[src/rtl/ysyx_25040105_idu_stage.sv]
// RV32I instruction-decode stage: combinational decode of the incoming word,
// registered output entry plus one skid entry, valid/ready on both sides,
// synchronous flush for redirects and a wrapping count of delivered beats.

package ysyx_25040105_idu_pkg;

    localparam int unsigned REG_W  = 5;
    localparam int unsigned ALUOP_W = 4;

    localparam logic [6:0] OPC_LUI      = 7'b0110111;
    localparam logic [6:0] OPC_AUIPC    = 7'b0010111;
    localparam logic [6:0] OPC_JAL      = 7'b1101111;
    localparam logic [6:0] OPC_JALR     = 7'b1100111;
    localparam logic [6:0] OPC_BRANCH   = 7'b1100011;
    localparam logic [6:0] OPC_LOAD     = 7'b0000011;
    localparam logic [6:0] OPC_STORE    = 7'b0100011;
    localparam logic [6:0] OPC_OP_IMM   = 7'b0010011;
    localparam logic [6:0] OPC_OP       = 7'b0110011;
    localparam logic [6:0] OPC_MISC_MEM = 7'b0001111;
    localparam logic [6:0] OPC_SYSTEM   = 7'b1110011;

    localparam logic [31:0] INST_EBREAK = 32'h00100073;

    localparam logic [3:0] ALU_ADD   = 4'd0;
    localparam logic [3:0] ALU_SUB   = 4'd1;
    localparam logic [3:0] ALU_SLL   = 4'd2;
    localparam logic [3:0] ALU_SRL   = 4'd3;
    localparam logic [3:0] ALU_AUIPC = 4'd4;
    localparam logic [3:0] ALU_LUI   = 4'd5;
    localparam logic [3:0] ALU_JAL   = 4'd6;
    localparam logic [3:0] ALU_JALR  = 4'd7;
    localparam logic [3:0] ALU_SRA   = 4'd8;
    localparam logic [3:0] ALU_AND   = 4'd9;
    localparam logic [3:0] ALU_OR    = 4'd10;
    localparam logic [3:0] ALU_XOR   = 4'd11;
    localparam logic [3:0] ALU_SLT   = 4'd12;
    localparam logic [3:0] ALU_SLTU  = 4'd13;

    // Decoded control payload carried alongside pc/imm in each buffer entry.
    typedef struct packed {
        logic [REG_W-1:0]   rs1;
        logic [REG_W-1:0]   rs2;
        logic [REG_W-1:0]   rd;
        logic [2:0]         funct3;
        logic [ALUOP_W-1:0] alu_op;
        logic               alu_src;
        logic               reg_wen;
        logic               mem_ren;
        logic               mem_wen;
        logic               branch;
        logic               jump_en;
        logic               ebreak;
        logic               illegal;
    } dec_t;

endpackage

module ysyx_25040105_idu_stage
    import ysyx_25040105_idu_pkg::*;
#(
    parameter int unsigned XLEN    = 32,
    parameter int unsigned SKID_EN = 1,
    parameter int unsigned CNT_W   = 32
) (
    input  logic             clk,
    input  logic             rst_n,
    input  logic             flush,
    input  logic             in_valid,
    output logic             in_ready,
    input  logic [31:0]      in_inst,
    input  logic [XLEN-1:0]  in_pc,
    output logic             out_valid,
    input  logic             out_ready,
    output logic [XLEN-1:0]  out_pc,
    output logic [4:0]       out_rs1,
    output logic [4:0]       out_rs2,
    output logic [4:0]       out_rd,
    output logic [XLEN-1:0]  out_imm,
    output logic [2:0]       out_funct3,
    output logic [3:0]       out_alu_op,
    output logic             out_alu_src,
    output logic             out_reg_wen,
    output logic             out_mem_ren,
    output logic             out_mem_wen,
    output logic             out_branch,
    output logic             out_jump_en,
    output logic             out_ebreak,
    output logic             out_illegal,
    output logic [CNT_W-1:0] dec_count
);

    typedef enum logic [1:0] {S_EMPTY, S_ONE, S_TWO} state_t;

    state_t           r_state;
    state_t           w_state_nx;
    logic             r_live;
    logic [XLEN-1:0]  r_pc0, r_pc1, r_imm0, r_imm1;
    dec_t             r_dec0, r_dec1;
    logic [CNT_W-1:0] r_cnt;

    dec_t             w_dec;
    logic [31:0]      w_imm32;
    logic [XLEN-1:0]  w_imm;
    logic [6:0]       w_f7;
    logic             w_acc, w_pop;
    logic             w_ld0_in, w_ld0_skid, w_ld1;

    assign w_f7  = in_inst[31:25];
    assign w_imm = XLEN'($signed(w_imm32));

    // Operation selected by funct3 when funct7 carries no modifier.
    function automatic logic [3:0] base_op(input logic [2:0] f3);
        case (f3)
            3'd0:    base_op = ALU_ADD;
            3'd1:    base_op = ALU_SLL;
            3'd2:    base_op = ALU_SLT;
            3'd3:    base_op = ALU_SLTU;
            3'd4:    base_op = ALU_XOR;
            3'd5:    base_op = ALU_SRL;
            3'd6:    base_op = ALU_OR;
            default: base_op = ALU_AND;
        endcase
    endfunction

    // Combinational decode of the word currently on the input port.
    always_comb begin
        w_dec        = '0;
        w_imm32      = '0;
        w_dec.rs1    = in_inst[19:15];
        w_dec.rs2    = in_inst[24:20];
        w_dec.rd     = in_inst[11:7];
        w_dec.funct3 = in_inst[14:12];
        case (in_inst[6:0])
            OPC_LUI, OPC_AUIPC: begin
                w_dec.reg_wen = 1'b1;
                w_dec.alu_src = 1'b1;
                w_dec.alu_op  = (in_inst[6:0] == OPC_LUI) ? ALU_LUI : ALU_AUIPC;
                w_imm32       = {in_inst[31:12], 12'b0};
            end
            OPC_JAL: begin
                w_dec.reg_wen = 1'b1;
                w_dec.jump_en = 1'b1;
                w_dec.alu_src = 1'b1;
                w_dec.alu_op  = ALU_JAL;
                w_imm32 = {{12{in_inst[31]}}, in_inst[19:12], in_inst[20], in_inst[30:21], 1'b0};
            end
            OPC_JALR: begin
                w_dec.reg_wen = 1'b1;
                w_dec.jump_en = 1'b1;
                w_dec.alu_src = 1'b1;
                w_dec.alu_op  = ALU_JALR;
                w_dec.illegal = (in_inst[14:12] != 3'd0);
                w_imm32       = {{20{in_inst[31]}}, in_inst[31:20]};
            end
            OPC_BRANCH: begin
                w_dec.branch  = 1'b1;
                w_dec.alu_op  = ALU_SUB;
                w_dec.illegal = (in_inst[14:13] == 2'b01);
                w_imm32 = {{20{in_inst[31]}}, in_inst[7], in_inst[30:25], in_inst[11:8], 1'b0};
            end
            OPC_LOAD: begin
                w_dec.reg_wen = 1'b1;
                w_dec.mem_ren = 1'b1;
                w_dec.alu_src = 1'b1;
                w_imm32       = {{20{in_inst[31]}}, in_inst[31:20]};
            end
            OPC_STORE: begin
                w_dec.mem_wen = 1'b1;
                w_dec.alu_src = 1'b1;
                w_imm32       = {{20{in_inst[31]}}, in_inst[31:25], in_inst[11:7]};
            end
            OPC_OP_IMM: begin
                w_dec.reg_wen = 1'b1;
                w_dec.alu_src = 1'b1;
                w_dec.alu_op  = base_op(in_inst[14:12]);
                w_imm32       = {{20{in_inst[31]}}, in_inst[31:20]};
                if (in_inst[14:12] == 3'd1) begin
                    w_dec.illegal = (w_f7 != 7'h00);
                end else if (in_inst[14:12] == 3'd5) begin
                    if (w_f7 == 7'h20)      w_dec.alu_op  = ALU_SRA;
                    else if (w_f7 != 7'h00) w_dec.illegal = 1'b1;
                end
            end
            OPC_OP: begin
                w_dec.reg_wen = 1'b1;
                w_dec.alu_op  = base_op(in_inst[14:12]);
                if (w_f7 == 7'h20) begin
                    if (in_inst[14:12] == 3'd0)      w_dec.alu_op  = ALU_SUB;
                    else if (in_inst[14:12] == 3'd5) w_dec.alu_op  = ALU_SRA;
                    else                             w_dec.illegal = 1'b1;
                end else if (w_f7 != 7'h00) begin
                    w_dec.illegal = 1'b1;
                end
            end
            OPC_MISC_MEM: begin
                w_dec.illegal = 1'b0;
            end
            OPC_SYSTEM: begin
                w_dec.ebreak  = (in_inst == INST_EBREAK);
                w_dec.illegal = (in_inst != INST_EBREAK);
            end
            default: begin
                w_dec.illegal = 1'b1;
            end
        endcase
        // Trapping beats must not write or touch memory downstream.
        if (w_dec.illegal || w_dec.ebreak) begin
            w_dec.reg_wen = 1'b0;
            w_dec.mem_ren = 1'b0;
            w_dec.mem_wen = 1'b0;
            w_dec.branch  = 1'b0;
            w_dec.jump_en = 1'b0;
            w_dec.alu_src = 1'b0;
            w_dec.alu_op  = ALU_ADD;
            w_imm32       = '0;
        end
    end

    assign out_valid = (r_state != S_EMPTY);
    assign in_ready  = (SKID_EN != 0) ? (r_live && (r_state != S_TWO))
                                      : (r_live && (!out_valid || out_ready));
    assign w_acc     = in_valid && in_ready;
    assign w_pop     = out_valid && out_ready;

    // Occupancy state register.
    always_ff @(posedge clk) begin
        if (!rst_n) r_state <= S_EMPTY;
        else        r_state <= w_state_nx;
    end

    // Next occupancy and entry load selects; flush overrides everything.
    always_comb begin
        w_state_nx = r_state;
        w_ld0_in   = 1'b0;
        w_ld0_skid = 1'b0;
        w_ld1      = 1'b0;
        case (r_state)
            S_EMPTY: begin
                if (w_acc) begin
                    w_state_nx = S_ONE;
                    w_ld0_in   = 1'b1;
                end
            end
            S_ONE: begin
                if (w_acc && w_pop) begin
                    w_ld0_in   = 1'b1;
                end else if (w_pop) begin
                    w_state_nx = S_EMPTY;
                end else if (w_acc) begin
                    w_state_nx = S_TWO;
                    w_ld1      = 1'b1;
                end
            end
            S_TWO: begin
                if (w_pop) begin
                    w_state_nx = S_ONE;
                    w_ld0_skid = 1'b1;
                end
            end
            default: w_state_nx = S_EMPTY;
        endcase
        if (flush) begin
            w_state_nx = S_EMPTY;
            w_ld0_in   = 1'b0;
            w_ld0_skid = 1'b0;
            w_ld1      = 1'b0;
        end
    end

    // in_ready stays low until the first edge after reset release.
    always_ff @(posedge clk) begin
        if (!rst_n) r_live <= 1'b0;
        else        r_live <= 1'b1;
    end

    // Output entry and skid entry payload registers.
    always_ff @(posedge clk) begin
        if (!rst_n) begin
            r_pc0  <= '0;
            r_imm0 <= '0;
            r_dec0 <= '0;
            r_pc1  <= '0;
            r_imm1 <= '0;
            r_dec1 <= '0;
        end else begin
            if (w_ld0_in) begin
                r_pc0  <= in_pc;
                r_imm0 <= w_imm;
                r_dec0 <= w_dec;
            end else if (w_ld0_skid) begin
                r_pc0  <= r_pc1;
                r_imm0 <= r_imm1;
                r_dec0 <= r_dec1;
            end
            if (w_ld1) begin
                r_pc1  <= in_pc;
                r_imm1 <= w_imm;
                r_dec1 <= w_dec;
            end
        end
    end

    // Delivered-beat counter; flush does not clear it.
    always_ff @(posedge clk) begin
        if (!rst_n)     r_cnt <= '0;
        else if (w_pop) r_cnt <= r_cnt + CNT_W'(1);
    end

    assign dec_count   = r_cnt;
    assign out_pc      = r_pc0;
    assign out_imm     = r_imm0;
    assign out_rs1     = r_dec0.rs1;
    assign out_rs2     = r_dec0.rs2;
    assign out_rd      = r_dec0.rd;
    assign out_funct3  = r_dec0.funct3;
    assign out_alu_op  = r_dec0.alu_op;
    assign out_alu_src = r_dec0.alu_src;
    assign out_reg_wen = r_dec0.reg_wen;
    assign out_mem_ren = r_dec0.mem_ren;
    assign out_mem_wen = r_dec0.mem_wen;
    assign out_branch  = r_dec0.branch;
    assign out_jump_en = r_dec0.jump_en;
    assign out_ebreak  = r_dec0.ebreak;
    assign out_illegal = r_dec0.illegal;

endmodule

[config.mk]
export PLATFORM = sky130hd
export DESIGN_NAME = ysyx_25040105_idu_stage
export DESIGN_NICKNAME = d
export VERILOG_FILES = /design/src/rtl/ysyx_25040105_idu_stage.sv
export SDC_FILE = /design/constraint.sdc
export NUM_CORES = 1
export LEC_CHECK = 0
export CORE_ASPECT_RATIO = 1.75
export CORE_MARGIN = 2
export CORE_UTILIZATION = 60
export DETAILED_ROUTE_END_ITERATION = 7
export DONT_BUFFER_PORTS = 1
export PLACE_DENSITY = 0.78
export RECOVER_POWER = 100
export SLEW_MARGIN = 20
export SYNTH_ARGS = -nofsm -noshare
export SYNTH_HDL_FRONTEND = slang
export SYNTH_SLANG_ARGS = --single-unit
[constraint.sdc]
create_clock -name clk -period 5.5 [get_ports clk]
set_clock_uncertainty 0.15 [all_clocks]
set_input_delay 0.55 -clock clk [delete_from_list [all_inputs] [get_ports clk]]
set_output_delay 0.55 -clock clk [all_outputs]
set_load 0.02 [all_outputs]
==> impl_metrics.env <==
export IMPL_p_comb_share_pct=3.8
export IMPL_seqPwrFrac_pct=53.9
export IMPL_synth_seq_cells=223
export IMPL_cts_tree="done"
export IMPL_drt_first_pass_iters=5
export IMPL_antenna_found_initial=0
export IMPL_cts_root_buffer="clkbuf_16"
export IMPL_layout_drive_gt1_share_pct=4.74
export IMPL_yosys_cell_count_top_type="nand2_1"
export IMPL_min_delay_path_depth=2
export IMPL_async_reset_ff_share_pct=0
export IMPL_synthSimpleGateAreaFrac_pct=18.7
export IMPL_min_path_type="primary input to flop"
export IMPL_row_count=61
export IMPL_synthAdderAreaFrac_pct=0.128
export IMPL_fill_cells=1394
export IMPL_cp_max_fo=109
export IMPL_routed_via_density=6.22
export IMPL_seq_area_um2=4460
export IMPL_syn2layout_area_growth_pct=5.18
export IMPL_top_usage_layer="met2"
export IMPL_cp_start_kind="flop"
export IMPL_period_needed_ps=3620
export IMPL_fin_crit_sh_pct=65.8
export IMPL_drc_errors=0
export IMPL_worst_r2r_cell_count=6
export IMPL_netlist_top_cells_area="dfxtp_1, mux2i_1, nand2_1"
export IMPL_syn_cell_area_um2=9760
export IMPL_syn_num_nets=1134
export IMPL_synth_compound_area_share_pct=19.1
export IMPL_die_w_um=100
export IMPL_die_y_um=173
export IMPL_yosys_most_used_dff="dfxtp_1"
export IMPL_synth_top_family_by_area="compound AO/OA/AOI/OAI gates"
export IMPL_synth_warnings=0
export IMPL_pin_count=197
export IMPL_max_slew_worst_pin_slew_ps=2070
export IMPL_yosys_area_top_type="dfxtp_1"
export IMPL_arrival_ps=3890
export IMPL_clkTransAtPathRegs_ps=70
export IMPL_power_total_mw=3.12
export IMPL_core_um2=15900
export IMPL_nets=1089
export IMPL_grt_usage_pct=27.0
export IMPL_grtUsageMet2_pct=48.9
export IMPL_worstSetupPathType="flop to flop"
export IMPL_avgRoutedWirePerCell_um=19.8
export IMPL_numCtsBuffers=21
export IMPL_grtUsageMet3_pct=6.51
export IMPL_totalWireLength_mm=24.2
export IMPL_setup_viol=0
export IMPL_grt_pass1_wl_mm=38.5
export IMPL_cts_resized=0
export IMPL_grt_use_met1_pct=29.5
export IMPL_synth_xor_area_share_pct=2.42
export IMPL_switching_share_pct=22.7
export IMPL_dp_hpwl_mm=16.2
export IMPL_seq_area_frac_synth_pct=45.7
export IMPL_cap_violations=3
export IMPL_avgSynthCellArea_um2=9.17
export IMPL_ir_worst_vdd_v=0.000335
export IMPL_vias=7596
export IMPL_timing_rr_end="out_imm[5]"
export IMPL_power_static_leakage_nw=3.93
export IMPL_gp_congestion=0.893
export IMPL_tns_ps=0
export IMPL_p_switching_mw=0.709
export IMPL_crit_path_end_kind="flop"
export IMPL_synth_edf_count=0
export IMPL_grt_overflow_total=0
export IMPL_cts_buffer_depth=3
export IMPL_first_iter_violations=506
export IMPL_min_delay_worst_endpoint="r_pc1[25]"
export IMPL_drtAntennaViolNets=0
export IMPL_num_antenna_cells=0
export IMPL_p_clk_share_pct=42.3
export IMPL_p_int_mw=2.42
export IMPL_fp_dieArea_um2=17300
export IMPL_relSlewSlack_pct=-37.7
export IMPL_hp_start="in_pc[25]"
export IMPL_synth_cells=1064
export IMPL_first_global_vias=7418
export IMPL_cts_sinks=223
export IMPL_initial_core_util_pct=61.5
export IMPL_status="finished, violations left"
export IMPL_slew_viol_final=153
export IMPL_grt_max_degree=151
export IMPL_violations="capacitance limit, slew limit"
export IMPL_synth_distinct_cells=63
export IMPL_critPathRequiredTime_ps=5770
export IMPL_post_cts_setup_buffer_count=0
export IMPL_synth_common_cells="nand2_1, dfxtp_1, mux2i_1, o211a_1, a21boi_0"
export IMPL_synth_top_area_share_pct=45.7
export IMPL_powerDensity_nw_per_um2=304
export IMPL_rrSetupSlack_ps=1880
export IMPL_clk_latency_ps=490
export IMPL_synth_mux_area_share_pct=9.95
export IMPL_multi_input_area_um2=4820
export IMPL_rsz0062_at_grt="no"
export IMPL_io_buffers=0
export IMPL_rr_startpoint="r_state[1]"
export IMPL_htreeDepth=1
export IMPL_hold_viol=0
export IMPL_max_freq_ghz=0.276
## per-stage QoR
step | instances | hold WS, ps | utilization, % | instance area, um^2 | setup WS (ps)
CTS | 1222 | 25.2 | 65.3 | 10400 | 2490
global route | 1222 | 25.5 | 64.7 | 10300 | 1460
finish | 1222 | 44.9 | 64.7 | 10300 | 1880
global placement | 1182 | 283 | 61.3 | 9730 | 2440
floorplan | 1064 | 275 | - | 9760 | 3360
detailed placement | 1182 | 291 | 61.3 | 9730 | 2440
## sequential cells by signal, summed over array words and instances, names as in the netlist
| register | cells |
|---|---|
| out_mem_wen | 1 |
| r_live | 1 |
| r_imm1 | 32 |
| r_state | 2 |
| out_imm | 32 |
| out_pc | 32 |
| out_jump_en | 1 |
| r_pc1 | 32 |
| out_rd | 5 |
| out_rs1 | 5 |
| out_rs2 | 5 |
| out_alu_src | 1 |
| out_funct3 | 3 |
| out_alu_op | 4 |
| out_reg_wen | 1 |
| out_mem_ren | 1 |
| r_dec1 | 30 |
| out_illegal | 1 |
| out_ebreak | 1 |
| dec_count | 32 |
| out_branch | 1 |
## what timing repair did
item                                    in CTS  in global routing
endpoints found under the setup margin       0                  0
hold endpoints to repair                     2                  0
hold buffers                                 3                  0
## layout make-up
type	count	area share, %
clock buffer	29	5.51
clock inverter	8	0.451
inverter	8	0.293
multi-input combinational	751	46.9
sequential	223	43.5
tap	189	2.30
timing repair buffer	14	1.04
## logic make-up (layout without fill, tap and decap cells)
family / Yosys count / count (layout)
buffers and inverters: 90 / 59
multiplexers: 97 / 97
XOR/XNOR: 27 / 27
flip-flops: 223 / 223
AO/OA/AOI/OAI: 257 / 257
adder cells (fa/ha/maj): 1 / 1
AND/OR/NAND/NOR: 369 / 369
## how the worst max path moves through the flow
stage                 from             to  slack, ps  cells past startpoint
4_1_cts         r_state[1]     out_rs2[2]       2490                      5
6_report        r_state[1]     out_imm[5]       1880                      6
3_5_place_dp         flush     out_rs2[2]       2440                      5
3_3_place_gp         flush     out_rs2[2]       2440                      5
2_1_floorplan  in_inst[13]     r_imm1[27]       3360                      8
5_1_grt         r_state[1]  out_alu_op[1]       1460                      6
## critical path: stages (launching register included)
cell and delay, ps:
dfxtp_1 530, nor2_1 130, nand3b_1 180, clkbuf_2 1510, nand2_1 400, buf_4 390
o22ai_1 200
## routing by layer
layer  up-vias  part of all wire [%]
met1      3643                    36
met4         0                   3.9
met3        54                   7.0
met5         -                     0
met2       226                    53
li1       3673                     -
## cells in the final DEF (no fill, tap or decap), types with 14 or more instances in the layout
cell type	n
a21boi_0	58
a21oi_1	27
and2_1	16
clkbuf_16	21
dfxtp_1	223
mux2i_1	97
nand2_1	231
nand3_1	15
nor2_1	16
o211a_1	53
o21ai_0	48
o22ai_1	39
xor2_1	14
## power by group through the flow
stage	combinational (mW)	clock [mW]	sequential, mW
final	0.118	1.32	1.68
after global routing	0.132	1.41	1.69
after CTS	0.118	1.35	1.69
after detailed placement	0.116	0	1.72
after global placement	0.113	0	1.72
after floorplan	0.117	0	1.71
Power figures use the tool's default switching activity.
